**config.mk**
```make
export PLATFORM = sky130hd
export DESIGN_NAME = mini_cpu_exec
export DESIGN_NICKNAME = d
export VERILOG_FILES = /design/src/rtl/mini_cpu_pkg.sv /design/src/rtl/mini_cpu_mul.sv /design/src/rtl/mini_cpu_exec.sv
export SDC_FILE = /design/constraint.sdc
export NUM_CORES = 1
export LEC_CHECK = 0
export BUFFER_PORTS_ARGS = -buffer_cell sky130_fd_sc_hd__buf_2
export CAP_MARGIN = 25
export CORE_MARGIN = 2
export CORE_UTILIZATION = 45
export DETAILED_ROUTE_END_ITERATION = 8
export GPL_ROUTABILITY_DRIVEN = 0
export GPL_TIMING_DRIVEN = 0
export SETUP_SLACK_MARGIN = 0.2
export SYNTH_ARGS = -nofsm -noshare
export SYNTH_HDL_FRONTEND = slang
export SYNTH_SLANG_ARGS = --single-unit
```
**constraint.sdc**
```tcl
create_clock -name clk -period 25.8 [get_ports clk]
set_clock_uncertainty 0.05 [all_clocks]
set_input_delay 1.29 -clock clk [delete_from_list [all_inputs] [get_ports clk]]
set_output_delay 1.29 -clock clk [all_outputs]
set_load 0.05 [all_outputs]
```
**src/rtl/mini_cpu_pkg.sv**
```systemverilog
// Shared definitions for the mini CPU executor and the LCD driver:
// opcodes, FSM encoding, instruction field positions and data width.
package mini_cpu_pkg;

    localparam int DATA_W  = 16;
    localparam int INSTR_W = 18;
    localparam int NREGS   = 16;

    localparam int OP_LSB  = 15;
    localparam int RD_LSB  = 11;
    localparam int RS1_LSB = 7;
    localparam int RS2_LSB = 3;
    localparam int IMM7_W  = 7;
    localparam int IMM11_W = 11;

    localparam logic [2:0] OP_LOAD    = 3'd0;
    localparam logic [2:0] OP_ADD     = 3'd1;
    localparam logic [2:0] OP_ADDI    = 3'd2;
    localparam logic [2:0] OP_SUB     = 3'd3;
    localparam logic [2:0] OP_SUBI    = 3'd4;
    localparam logic [2:0] OP_MUL     = 3'd5;
    localparam logic [2:0] OP_CLEAR   = 3'd6;
    localparam logic [2:0] OP_DISPLAY = 3'd7;

    typedef enum logic [2:0] {
        S_IDLE,
        S_DECODE,
        S_EXEC,
        S_MUL_WAIT,
        S_REPORT
    } state_t;

endpackage

```
**src/rtl/mini_cpu_mul.sv**
```systemverilog
// Iterative shift-add multiplier, one partial product per cycle.
// Keeps only the low W bits of the product.
module mini_cpu_mul
    import mini_cpu_pkg::*;
#(
    parameter int W      = DATA_W,
    parameter int CYCLES = W
) (
    input  logic         clk,
    input  logic         reset,
    input  logic         start,
    input  logic [W-1:0] a,
    input  logic [W-1:0] b,
    output logic         done,
    output logic [W-1:0] product
);

    localparam int CNT_W = $clog2(CYCLES + 1);

    logic [W-1:0]     acc;
    logic [W-1:0]     mcand;
    logic [W-1:0]     mplier;
    logic [CNT_W-1:0] cnt;
    logic             run;

    // The start edge already folds in bit 0, so done lands after CYCLES edges.
    always_ff @(posedge clk or posedge reset) begin
        if (reset) begin
            acc    <= '0;
            mcand  <= '0;
            mplier <= '0;
            cnt    <= '0;
            run    <= 1'b0;
            done   <= 1'b0;
        end else begin
            done <= 1'b0;
            if (start) begin
                acc    <= b[0] ? a : '0;
                mcand  <= a << 1;
                mplier <= b >> 1;
                cnt    <= CNT_W'(CYCLES - 1);
                run    <= 1'b1;
            end else if (run) begin
                if (mplier[0])
                    acc <= acc + mcand;
                mcand  <= mcand << 1;
                mplier <= mplier >> 1;
                cnt    <= cnt - 1'b1;
                if (cnt == CNT_W'(1)) begin
                    run  <= 1'b0;
                    done <= 1'b1;
                end
            end
        end
    end

    assign product = acc;

endmodule

```
**src/rtl/mini_cpu_exec.sv**
```systemverilog
// Register file plus multi-cycle executor feeding the LCD driver.
// Define MINI_CPU_MUL_EN to build the iterative multiplier for MUL.
module mini_cpu_exec
    import mini_cpu_pkg::*;
#(
    parameter int DATA_W     = 16,
    parameter int MUL_CYCLES = 16
) (
    input  logic              clk,
    input  logic              reset,
    input  logic              power_en,
    input  logic              send_strobe,
    input  logic [17:0]       instr,
    output logic [3:0]        result_opcode,
    output logic [3:0]        result_dest,
    output logic [DATA_W-1:0] result_value,
    output logic              result_valid,
    output logic              busy
);

    // Empty block exists only to flag an invalid configuration.
    if (MUL_CYCLES != DATA_W) begin : g_mul_cycles_ne_data_w
    end

    state_t              state;
    logic [INSTR_W-1:0]  ir;
    logic [DATA_W-1:0]   regs [NREGS];
    logic [DATA_W-1:0]   opa;
    logic [DATA_W-1:0]   opb;
    logic [DATA_W-1:0]   res_q;
    logic [3:0]          dest_q;
    logic [DATA_W-1:0]   alu;

    logic [2:0]          op;
    logic [3:0]          rd;
    logic [3:0]          rs1;
    logic [3:0]          rs2;
    logic [DATA_W-1:0]   imm7;
    logic [DATA_W-1:0]   imm11;

    assign op    = ir[OP_LSB +: 3];
    assign rd    = ir[RD_LSB +: 4];
    assign rs1   = ir[RS1_LSB +: 4];
    assign rs2   = ir[RS2_LSB +: 4];
    assign imm7  = {{(DATA_W-IMM7_W){ir[IMM7_W-1]}},
                    ir[IMM7_W-1:0]};
    assign imm11 = {{(DATA_W-IMM11_W){ir[IMM11_W-1]}},
                    ir[IMM11_W-1:0]};

    assign busy = (state != S_IDLE);

    always_comb begin
        alu = '0;
        case (op)
            OP_LOAD:           alu = opa;
            OP_ADD, OP_ADDI:   alu = opa + opb;
            OP_SUB, OP_SUBI:   alu = opa - opb;
            OP_DISPLAY:        alu = opa;
            default:           alu = '0;
        endcase
    end

`ifdef MINI_CPU_MUL_EN
    logic              mul_done;
    logic [DATA_W-1:0] mul_p;

    mini_cpu_mul #(
        .W      (DATA_W),
        .CYCLES (MUL_CYCLES)
    ) u_mul (
        .clk     (clk),
        .reset   (reset),
        .start   (state == S_EXEC && op == OP_MUL),
        .a       (opa),
        .b       (opb),
        .done    (mul_done),
        .product (mul_p)
    );
`endif

    always_ff @(posedge clk or posedge reset) begin
        if (reset) begin
            state         <= S_IDLE;
            ir            <= '0;
            opa           <= '0;
            opb           <= '0;
            res_q         <= '0;
            dest_q        <= '0;
            result_opcode <= '0;
            result_dest   <= '0;
            result_value  <= '0;
            result_valid  <= 1'b0;
            for (int i = 0; i < NREGS; i++)
                regs[i] <= '0;
        end else begin
            result_valid <= 1'b0;
            // Power loss abandons the instruction; registers are kept.
            if (state != S_IDLE && !power_en) begin
                state <= S_IDLE;
            end else begin
                unique case (state)
                    S_IDLE: begin
                        if (send_strobe && power_en) begin
                            ir    <= instr;
                            state <= S_DECODE;
                        end
                    end
                    S_DECODE: begin
                        if (op == OP_LOAD)
                            opa <= imm11;
                        else if (op == OP_DISPLAY)
                            opa <= regs[rd];
                        else
                            opa <= regs[rs1];
                        if (op == OP_ADDI || op == OP_SUBI)
                            opb <= imm7;
                        else
                            opb <= regs[rs2];
                        state <= S_EXEC;
                    end
                    S_EXEC: begin
                        res_q  <= alu;
                        dest_q <= (op == OP_CLEAR) ? 4'd0 : rd;
                        if (op == OP_CLEAR) begin
                            for (int i = 0; i < NREGS; i++)
                                regs[i] <= '0;
                        end else if (op <= OP_SUBI) begin
                            regs[rd] <= alu;
                        end
`ifdef MINI_CPU_MUL_EN
                        state <= (op == OP_MUL) ? S_MUL_WAIT
                                                : S_REPORT;
`else
                        state <= S_REPORT;
`endif
                    end
                    S_MUL_WAIT: begin
`ifdef MINI_CPU_MUL_EN
                        if (mul_done) begin
                            regs[rd] <= mul_p;
                            res_q    <= mul_p;
                            state    <= S_REPORT;
                        end
`else
                        state <= S_IDLE;
`endif
                    end
                    S_REPORT: begin
                        result_opcode <= {1'b0, op};
                        result_dest   <= dest_q;
                        result_value  <= res_q;
                        result_valid  <= 1'b1;
                        state         <= S_IDLE;
                    end
                    default: state <= S_IDLE;
                endcase
            end
        end
    end

endmodule

```
== After elaboration in Yosys (flattened, before gate mapping) ==
Index checks and enable logic that the tools add are counted.

* $add $sub $neg: 2
* $lt $le $gt $ge: 5
* Equality and inequality tests: 10
* Multiplexer cells: 24
* Bitwise gates (word level): 4
* Reductions and logical operators: 17

{| class="wikitable"
|+ Operators with widths
! kind !! count
|-
| $mux W256 || 2
|-
| $bwmux W256 || 1
|-
| $bmux W16 S4 || 3
|-
| $mux W16 || 10
|-
| $demux W16 S4 || 1
|-
| $pmux W16 S3 || 1
|-
| $add A16 B16 Y16 || 1
|-
| $sub A16 B16 Y16 || 1
|-
| $ge A5 B5 Y1 const B || 3
|-
| $not A4 Y5 || 3
|-
| $eq A3 B3 Y1 const B || 4
|-
| $eq A3 B2 Y1 const B || 3
|-
| $pmux W3 S3 || 1
|-
| $eq A3 B1 Y1 const B || 2
|-
| $logic_not A3 Y1 || 2
|-
| $mux W3 || 2
|-
| $reduce_and A2 Y1 || 3
|-
| $reduce_and A3 Y1 || 2
|-
| $reduce_or A2 Y1 || 3
|-
| $lt A5 B1 Y1 const B || 1
|-
| $mux W4 || 1
|-
| $le A3 B3 Y1 const B || 1
|-
| $logic_and A1 B1 Y1 || 3
|-
| $ne A3 B3 Y1 const B || 1
|-
| 6 further kinds || 7
|}

* Bits in registers: 353
* Bits of input ports: 22
* Output and inout bits: 26
* Logic and storage cells: 88

== Depth between registers and ports, before layout ==
Gate-level depths: netlist of the first run.

* Depth in word-level cells: 8
* Mapped depth: 17
* Depth with buffers taken out: 15

== Worst setup path after synthesis of the first run ==
OpenSTA, ideal clock, no wires.

* Kind: reg2reg
* Start point: register ir[17]
* End point: register regs[46] (netlist bit)
* Library setup time: 0.128 ns
* Arrival: 3.466 ns
* Data required time: 25.622 ns
* Path slack: 22.155 ns
* Cell stages (with the launch flop): 16
* Buffers on the path: 3
* Period minus slack after synthesis: 3.645 ns
* Cell sequence: dfrtp_1 buf_1 nand2b_1 o22ai_1 clkbuf_1 nor2_1 xnor2_1 ha_1 a21oi_1 nand4b_1 a2111oi_2 nor2_1 o21ai_1 mux2i_1 buf_2 o21ai_0

* Word-level cells in the longest chain between the ends: 6
* Elaborated cells between the ends (all ways): 17

{| class="wikitable"
|+ Ends and longest elaborated chain
! item !! line !! RTL
|-
| start, declared || mini_cpu_exec.sv:26 || <nowiki>logic [INSTR_W-1:0] ir;</nowiki>
|-
| start signal, assigned || mini_cpu_exec.sv:104 || <nowiki>ir <= instr;</nowiki>
|-
| $eq A3 B3 Y1 (tied with other cells) || mini_cpu_exec.sv:54 || <nowiki>case (op)</nowiki>
|-
| $reduce_or A2 Y1 (on tied branches) || - ||
|-
| $pmux W16 S3 || mini_cpu_exec.sv:54 ||
|-
| $bwmux W256 || mini_cpu_exec.sv:128 || <nowiki>regs[rd] <= alu;</nowiki>
|-
| $mux W256 || mini_cpu_exec.sv:127 || <nowiki>end else if (op <= OP_SUBI) begin</nowiki>
|-
| $mux W256 || mini_cpu_exec.sv:124 || <nowiki>if (op == OP_CLEAR) begin</nowiki>
|-
| end signal, assigned by index || mini_cpu_exec.sv:128 ||
|-
| end, declared || mini_cpu_exec.sv:27 || <nowiki>logic [DATA_W-1:0] regs [NREGS];</nowiki>
|}

Several ways; a longest one is shown, not always the timed one. The select of a mux whose other input is x is not followed.
A chain may end at the register's enable or synchronous reset.

== Final worst setup path of the first run ==
* Start point: register ir[15]
* End point: register regs[94] (netlist bit)

Same word-level chain as after synthesis.

==> results of run 1 <==
[routing by layer]
layer / track usage / up-vias / part of all wire
li1: - / 6789 / -
met2: 0.4599 / 890 / 0.46
met1: 0.4097 / 8096 / 0.40
met5: 0 / - / 0
met4: 0.1071 / 0 / 0.038
met3: 0.08894 / 182 / 0.11
[where the power goes]
group	total [W]	leakage, nW	switching [W]	internal [W]
combinational	0.00109	3.96	0.000695	0.000395
clock	0.000598	0.674	0.000240	0.000358
sequential	0.000767	4.80	0.000109	0.000659
total	0.00246	9.43	0.00104	0.00141
[Yosys cell counts, drive strengths merged, types with 3 or more instances]
| library cell | count | area (µm²) |
|---|---|---|
| a21oi | 38 | 197.7 |
| xor2 | 6 | 52.55 |
| and3 | 3 | 18.77 |
| a31oi | 7 | 43.79 |
| a21o | 4 | 30.03 |
| mux4 | 214 | 4820 |
| nor2 | 73 | 274.0 |
| o21a | 4 | 30.03 |
| nand3b | 4 | 30.03 |
| a22o | 4 | 35.03 |
| buf | 50 | 289.0 |
| o22a | 4 | 35.03 |
| mux2i | 48 | 480.5 |
| o21ai | 321 | 1644 |
| a22oi | 10 | 93.84 |
| nand2 | 380 | 1429 |
| inv | 14 | 52.55 |
| mux2 | 37 | 416.7 |
| o22ai | 8 | 50.05 |
| clkbuf | 90 | 360.4 |
| ha | 16 | 200.2 |
| o221ai | 3 | 26.28 |
| nand3 | 11 | 55.05 |
| xnor2 | 21 | 183.9 |
| o311ai | 3 | 26.28 |
| or3 | 5 | 31.28 |
| a2111oi | 8 | 76.32 |
| dfrtp | 353 | 8833 |
| nand2b | 7 | 43.79 |
| nor3 | 14 | 81.33 |
| o211ai | 3 | 22.52 |
[cells in the final DEF, fill, tap and decap left out, types with 21 or more instances in the layout]
master and count:
nand2_1 379, dfrtp_1 353, o21ai_0 280, mux4_2 214, clkbuf_1 92, buf_2 79
nor2_1 73, mux2i_1 48, clkbuf_16 41, mux2_2 37, a21oi_1 36, o21ai_1 31
xnor2_1 21
[path summary, 6_finish.rpt]
kind,from,endpoint,slack [ns]
worst min-delay path,res_q[8]$_DFFE_PP0P_,res_q[8]$_DFFE_PP0P_,0.43
min in group asynchronous,reset,result_value[9]$_DFFE_PP0P_,0.65
worst max register to register,ir[15]$_DFFE_PP0P_,regs[94]$_DFFE_PP0P_,20.70
max in group asynchronous,reset,regs[238]$_DFFE_PP0P_,23.80
worst max-delay path,ir[15]$_DFFE_PP0P_,regs[94]$_DFFE_PP0P_,20.70
worst min register to register,res_q[8]$_DFFE_PP0P_,res_q[8]$_DFFE_PP0P_,0.43
[through the flow]
stage                       util  instances  cell area [µm²]  power (W)  hold WS, ns
after floorplan                -       1788            20220   0.001493       0.3935
after global placement    0.4782       2426            21190   0.001812       0.4138
after detailed placement  0.4811       2432            21320   0.001839       0.4203
after CTS                 0.5120       2504            22690   0.002436       0.4379
after global routing      0.5120       2504            22690   0.002582       0.4609
final                     0.5120       2504            22690   0.002456       0.4297
[cell type report]
class | count | area [µm²] | share of cell area
repair buffers | 52 | 354.1 | 0.01560
plain buffers | 141 | 658.1 | 0.02900
clock buffers | 56 | 1172 | 0.05166
inverters | 15 | 63.81 | 0.002812
well taps | 592 | 740.7 | 0.03264
clock inverters | 16 | 196.4 | 0.008657
flip-flops and latches | 353 | 8833 | 0.3893
multi-input cells | 1279 | 10670 | 0.4703
[sequential cells by signal, indices dropped and copies added (netlist names)]
register,count
regs,256
state,3
ir,18
opb,16
result_valid,1
result_dest,4
dest_q,4
res_q,16
opa,16
result_value,16
result_opcode,3
[kinds of logic after synthesis]
logic type,synth area share
buffers and inverters,0.03533
other,0.0001855
XOR/XNOR,0.01169
adder cells (fa/ha/maj),0.01089
multiplexers,0.2827
AO/OA/AOI/OAI,0.1195
flip-flops,0.4369
AND/OR/NAND/NOR,0.1028
[critical path, stage by stage (launching register included)]
cell,delay (ns)
dfrtp_1,0.54
buf_2,0.33
nand2_1,0.10
o22ai_1,0.36
clkbuf_1,0.46
nor2_1,0.10
xnor2_1,0.15
ha_1,0.35
a21oi_1,0.13
nand4b_1,0.27
a2111oi_2,0.49
nor2_1,0.15
o21ai_1,0.21
mux2i_1,0.75
buf_2,0.37
o21ai_0,0.14
==> results.json, run 1 <==
{
  "drive_gt1_frac": 0.2296,
  "coreArea_um2": 44320,
  "fin_crit_sh": 0.1975,
  "clock-root-buffer": "clkbuf_16",
  "worst_slack_ns": 20.70,
  "period_needed_ns": 5.096,
  "num_vias": 15960,
  "hpwl_um": 51240,
  "finalMaxSlewViolations": 0,
  "ios": 48,
  "die_w_um": 216.0,
  "critPathMaxFanout": 10,
  "avgSynthCellArea_um2": 11.31,
  "syn_area_um2": 20220,
  "ir_drop_mv": 0.05944,
  "synth-edff-count": 0,
  "fin_nets": 1921,
  "worstPathRequired_ns": 26.18,
  "first_global_vias": 15760,
  "fillers": 3939,
  "ctsResizeCount": 0,
  "synth_flop_cell": "dfrtp_1",
  "worst_pin_slew_ns": 1.164,
  "overflow": 0,
  "finalSetupViolCount": 0,
  "start_util": 0.4563,
  "async_flop_share": 1.000,
  "grt_max_degree": 131,
  "clockBufferDepth": 3,
  "ant_nets": 0,
  "cellLeakagePower_nw": 9.431,
  "antenna_cells": 0,
  "syn_nets": 1827,
  "status": "finished, final reports clean",
  "drt_iter0_markers": 1998,
  "cts.sinks": 353,
  "final.setup.tns_ns": 0,
  "vias_per_cell": 6.373,
  "antenna_found_initial": 0,
  "dieArea_um2": 46650,
  "avgRoutedWirePerCell_um": 27.40,
  "path_class": "flop to flop",
  "portBuffers": 46,
  "post-cts-setup-buffer-count": 0,
  "ff2ff_path_depth": 15,
  "synth_cell_types": 68,
  "cts_buffers": 40,
  "ys_ff_latch": 353,
  "seq_area_frac_synth": 0.4369,
  "drv_cap": 0,
  "syn_to_final_growth_pct": 12.22,
  "end_kind": "flop",
  "hold_buffers": 0,
  "power_density_nw_per_um2": 108.2,
  "start_kind": "flop",
  "remaining_drc_errors": 0,
  "grt_pass1_wl_um": 103700,
  "rows": 77,
  "hold_path_depth": 2,
  "ys_warn_count": 0,
  "relSlewSlack": 0.2241,
  "dp_slack_ns": 20.74,
  "cts.reportedPaths.clkPinSlew_ns": 0.06,
  "hold_viol": 0,
  "grt.total_usage": 0.3003,
  "hold_path.class": "flop to flop",
  "cts_tree": "yes",
  "max_clock_freq_ghz": 0.1962,
  "drt_wl_total_um": 68620,
  "drt_pre_antenna_iters": 5,
  "postSynthCellCount": 1788,
  "fp.dieH_um": 216.0,
  "insertion_delay_ns": 0.56,
  "htreeDepth": 2,
  "crit_arrival_ns": 5.47,
  "grt_setup_unrepaired": "no"
}
Power figures use the tool's default switching activity.
==> run 2, diff against run 1 <==
==> constraint.sdc (replaced) <==
create_clock -name clk -period 5 [get_ports clk]
set_clock_uncertainty 0.05 [all_clocks]
set_input_delay 0.25 -clock clk [delete_from_list [all_inputs] [get_ports clk]]
set_output_delay 0.25 -clock clk [all_outputs]
set_load 0.05 [all_outputs]
==> run 2 against run 1 <==
  * Total power grew to 5.3 times the previous value
  * Die area stayed put
  * Flip-flop and latch count is the same
  * Sequential power increased to 5.2 times the previous value
  * Register-to-register slack got worse by 20 ns
  * Critical path depth unchanged
  * Worst hold slack got worse by 0.18 ns
  * Sequential share of layout area shrank 0.79 points
  * Largest cell class unchanged
  * Utilization grew 1.1 points
  * Via count up 1.4%
  * Largest power group unchanged
  * Wire length is 1.1% lower
  * Clock power rose to 5.4 times the previous value
==> results.json, run 2 (synthesized netlist as in run 1, its figures left out) <==
{
  "ant_nets": 0,
  "antenna_found_initial": 1,
  "first_global_vias": 16150,
  "crit_arrival_ns": 4.93,
  "pwr-share-clk": 0.246,
  "drt_wl_total_um": 67890,
  "syn_to_final_growth_pct": 14.56,
  "pwr-share-seq": 0.302,
  "relSlewSlack": 0.2592,
  "power_density_nw_per_um2": 566.7,
  "drt_iter0_markers": 1990,
  "finalSetupViolCount": 0,
  "max_clock_freq_ghz": 0.2193,
  "portBuffers": 46,
  "fillers": 3931,
  "hold_path.class": "input port to async pin",
  "remaining_drc_errors": 0,
  "p_sw_frac": 0.4167,
  "start_kind": "flop",
  "fin_crit_sh": 0.9120,
  "largest_reg_flops": 256,
  "post_dp_cell_area_um2": 21420,
  "worst_pin_slew_ns": 1.111,
  "multi_input_area_um2": 10720,
  "end_kind": "flop",
  "power_switching_w": 0.005471,
  "path_class": "flop to flop",
  "die_w_um": 216.0,
  "startpoint": "ir[15]$_DFFE_PP0P_",
  "hold_viol": 0,
  "finalMaxSlewViolations": 0,
  "fp.dieH_um": 216.0,
  "grt_setup_unrepaired": "no",
  "grt_max_degree": 42,
  "power.internal_w": 0.007657,
  "worstReg2RegStart": "ir[15]$_DFFE_PP0P_",
  "rows": 77,
  "critPathMaxFanout": 10,
  "drv_cap": 0,
  "worstPathRequired_ns": 5.37,
  "num_vias": 16170,
  "drt_pre_antenna_iters": 6,
  "layout_common_cells": "nand2_1, dfrtp_1, o21ai_0",
  "status": "finished, final reports clean",
  "grt.total_usage": 0.2975,
  "final.setup.tns_ns": 0,
  "coreArea_um2": 44320,
  "clock-root-buffer": "clkbuf_16",
  "cellLeakagePower_nw": 9.636,
  "vias_per_cell": 6.383,
  "hpwl_um": 51200,
  "layout.area.seq_um2": 8833,
  "avgRoutedWirePerCell_um": 26.79,
  "worst_slack_ns": 0.4402,
  "overflow": 0,
  "start_util": 0.4563,
  "drive_gt1_frac": 0.2385,
  "top_regs": "regs x256, ir x18",
  "grt_pass1_wl_um": 103500,
  "regMostFlops": "regs",
  "final_common_cell": "nand2_1",
  "htreeDepth": 2,
  "ios": 48,
  "cts_buffers": 40,
  "fin_util": 0.5227,
  "insertion_delay_ns": 0.56,
  "period_needed_ns": 4.560,
  "fin_area_um2": 23160,
  "ir_drop_mv": 0.2591,
  "cts_tree": "yes",
  "fin_nets": 1951,
  "clockBufferDepth": 3,
  "p_comb_frac": 0.452,
  "cts.reportedPaths.clkPinSlew_ns": 0.06,
  "dieArea_um2": 46650,
  "cts.sinks": 353,
  "dp_slack_ns": -0.2034
}
==> run 2: cell types whose count changed in the layout (fill, tap and decap cells not counted), moves of 2 or more <==
cell           before  now
buf_4               1    4
dlygate4sd3_1       0   19
clkinvlp_4          2    4
a22oi_1             8    5
clkbuf_2            2    7
buf_16              3    0
bufinv_16           4    7
a22oi_2             1    4
clkbuf_1           92   84
buf_12              0   11
==> run 2: worst paths after layout <==
path / endpoint / slack (ns) / depth (start not counted)
worst max-delay path: regs[62]$_DFFE_PP0P_ / 0.44 / 15
worst min-delay path: regs[82]$_DFFE_PP0P_ / 0.25 / 3
worst max register to register: regs[62]$_DFFE_PP0P_ / 0.44 / 15
worst min register to register: res_q[7]$_DFFE_PP0P_ / 0.44 / 2
max in group asynchronous: opb[13]$_DFFE_PP0P_ / 3.01 / 8
min in group clk: ir[16]$_DFFE_PP0P_ / 0.26 / 4
==> run 2: layout make-up <==
class,count,share of cell area
Multi-Input combinational cell,1279,0.4627
Sequential cell,353,0.3813
Clock buffer,52,0.04953
Tap cell,592,0.03198
Timing Repair Buffer,82,0.03057
Buffer,141,0.02884
Clock inverter,19,0.01232
Inverter,15,0.002593
Antenna cell,1,0.0001080
==> run 2: per-stage QoR <==
stage,hold WS (ns),power (W),instances
floorplan,0.3054,0.007704,1788
global placement,0.3950,0.009331,2426
detailed placement,0.2875,0.009480,2438
CTS,0.2478,0.01281,2528
global route,0.3195,0.01379,2533
finish,0.2463,0.01313,2534
==> run 2: routing by layer <==
| layer | share of wire | vias to the layer above | global-route usage |
|---|---|---|---|
| met5 | 0 | - | 0 |
| met4 | 0.044 | 0 | 0.1242 |
| met3 | 0.11 | 174 | 0.07160 |
| met2 | 0.45 | 952 | 0.4536 |
| met1 | 0.39 | 8191 | 0.4110 |
| li1 | - | 6857 | - |
==> run 2: repair_timing <==
item / in CTS / in global routing
setup endpoints to repair: 44 / 73
resized for setup: 6 / 12
hold buffers: 19 / 0
endpoints found under the hold margin: 41 / 0
pin swaps: 0 / 1
setup buffers: 0 / 5
==> run 2: power groups by stage <==
stage | clock [W] | sequential, W | combinational, W
2_1_floorplan | 0 | 0.00393 | 0.00378
3_3_place_gp | 0 | 0.00394 | 0.00539
3_5_place_dp | 0 | 0.00397 | 0.00551
4_1_cts | 0.00325 | 0.00393 | 0.00562
5_1_grt | 0.00337 | 0.00402 | 0.00640
6_report | 0.00323 | 0.00396 | 0.00593
==> run 2: worst max-delay path: stages, from the launching register on <==
cell and delay, ns:
dfrtp_1 0.50, buf_2 0.32, nand2_1 0.11, o22ai_1 0.38, clkbuf_4 0.33, mux2i_1 0.33, fa_1 0.28, a21oi_1 0.11
nand4b_1 0.27, a2111oi_2 0.48, nor2_1 0.13, o21ai_1 0.31, mux2i_4 0.31, buf_12 0.14, buf_2 0.24, o21ai_0 0.13
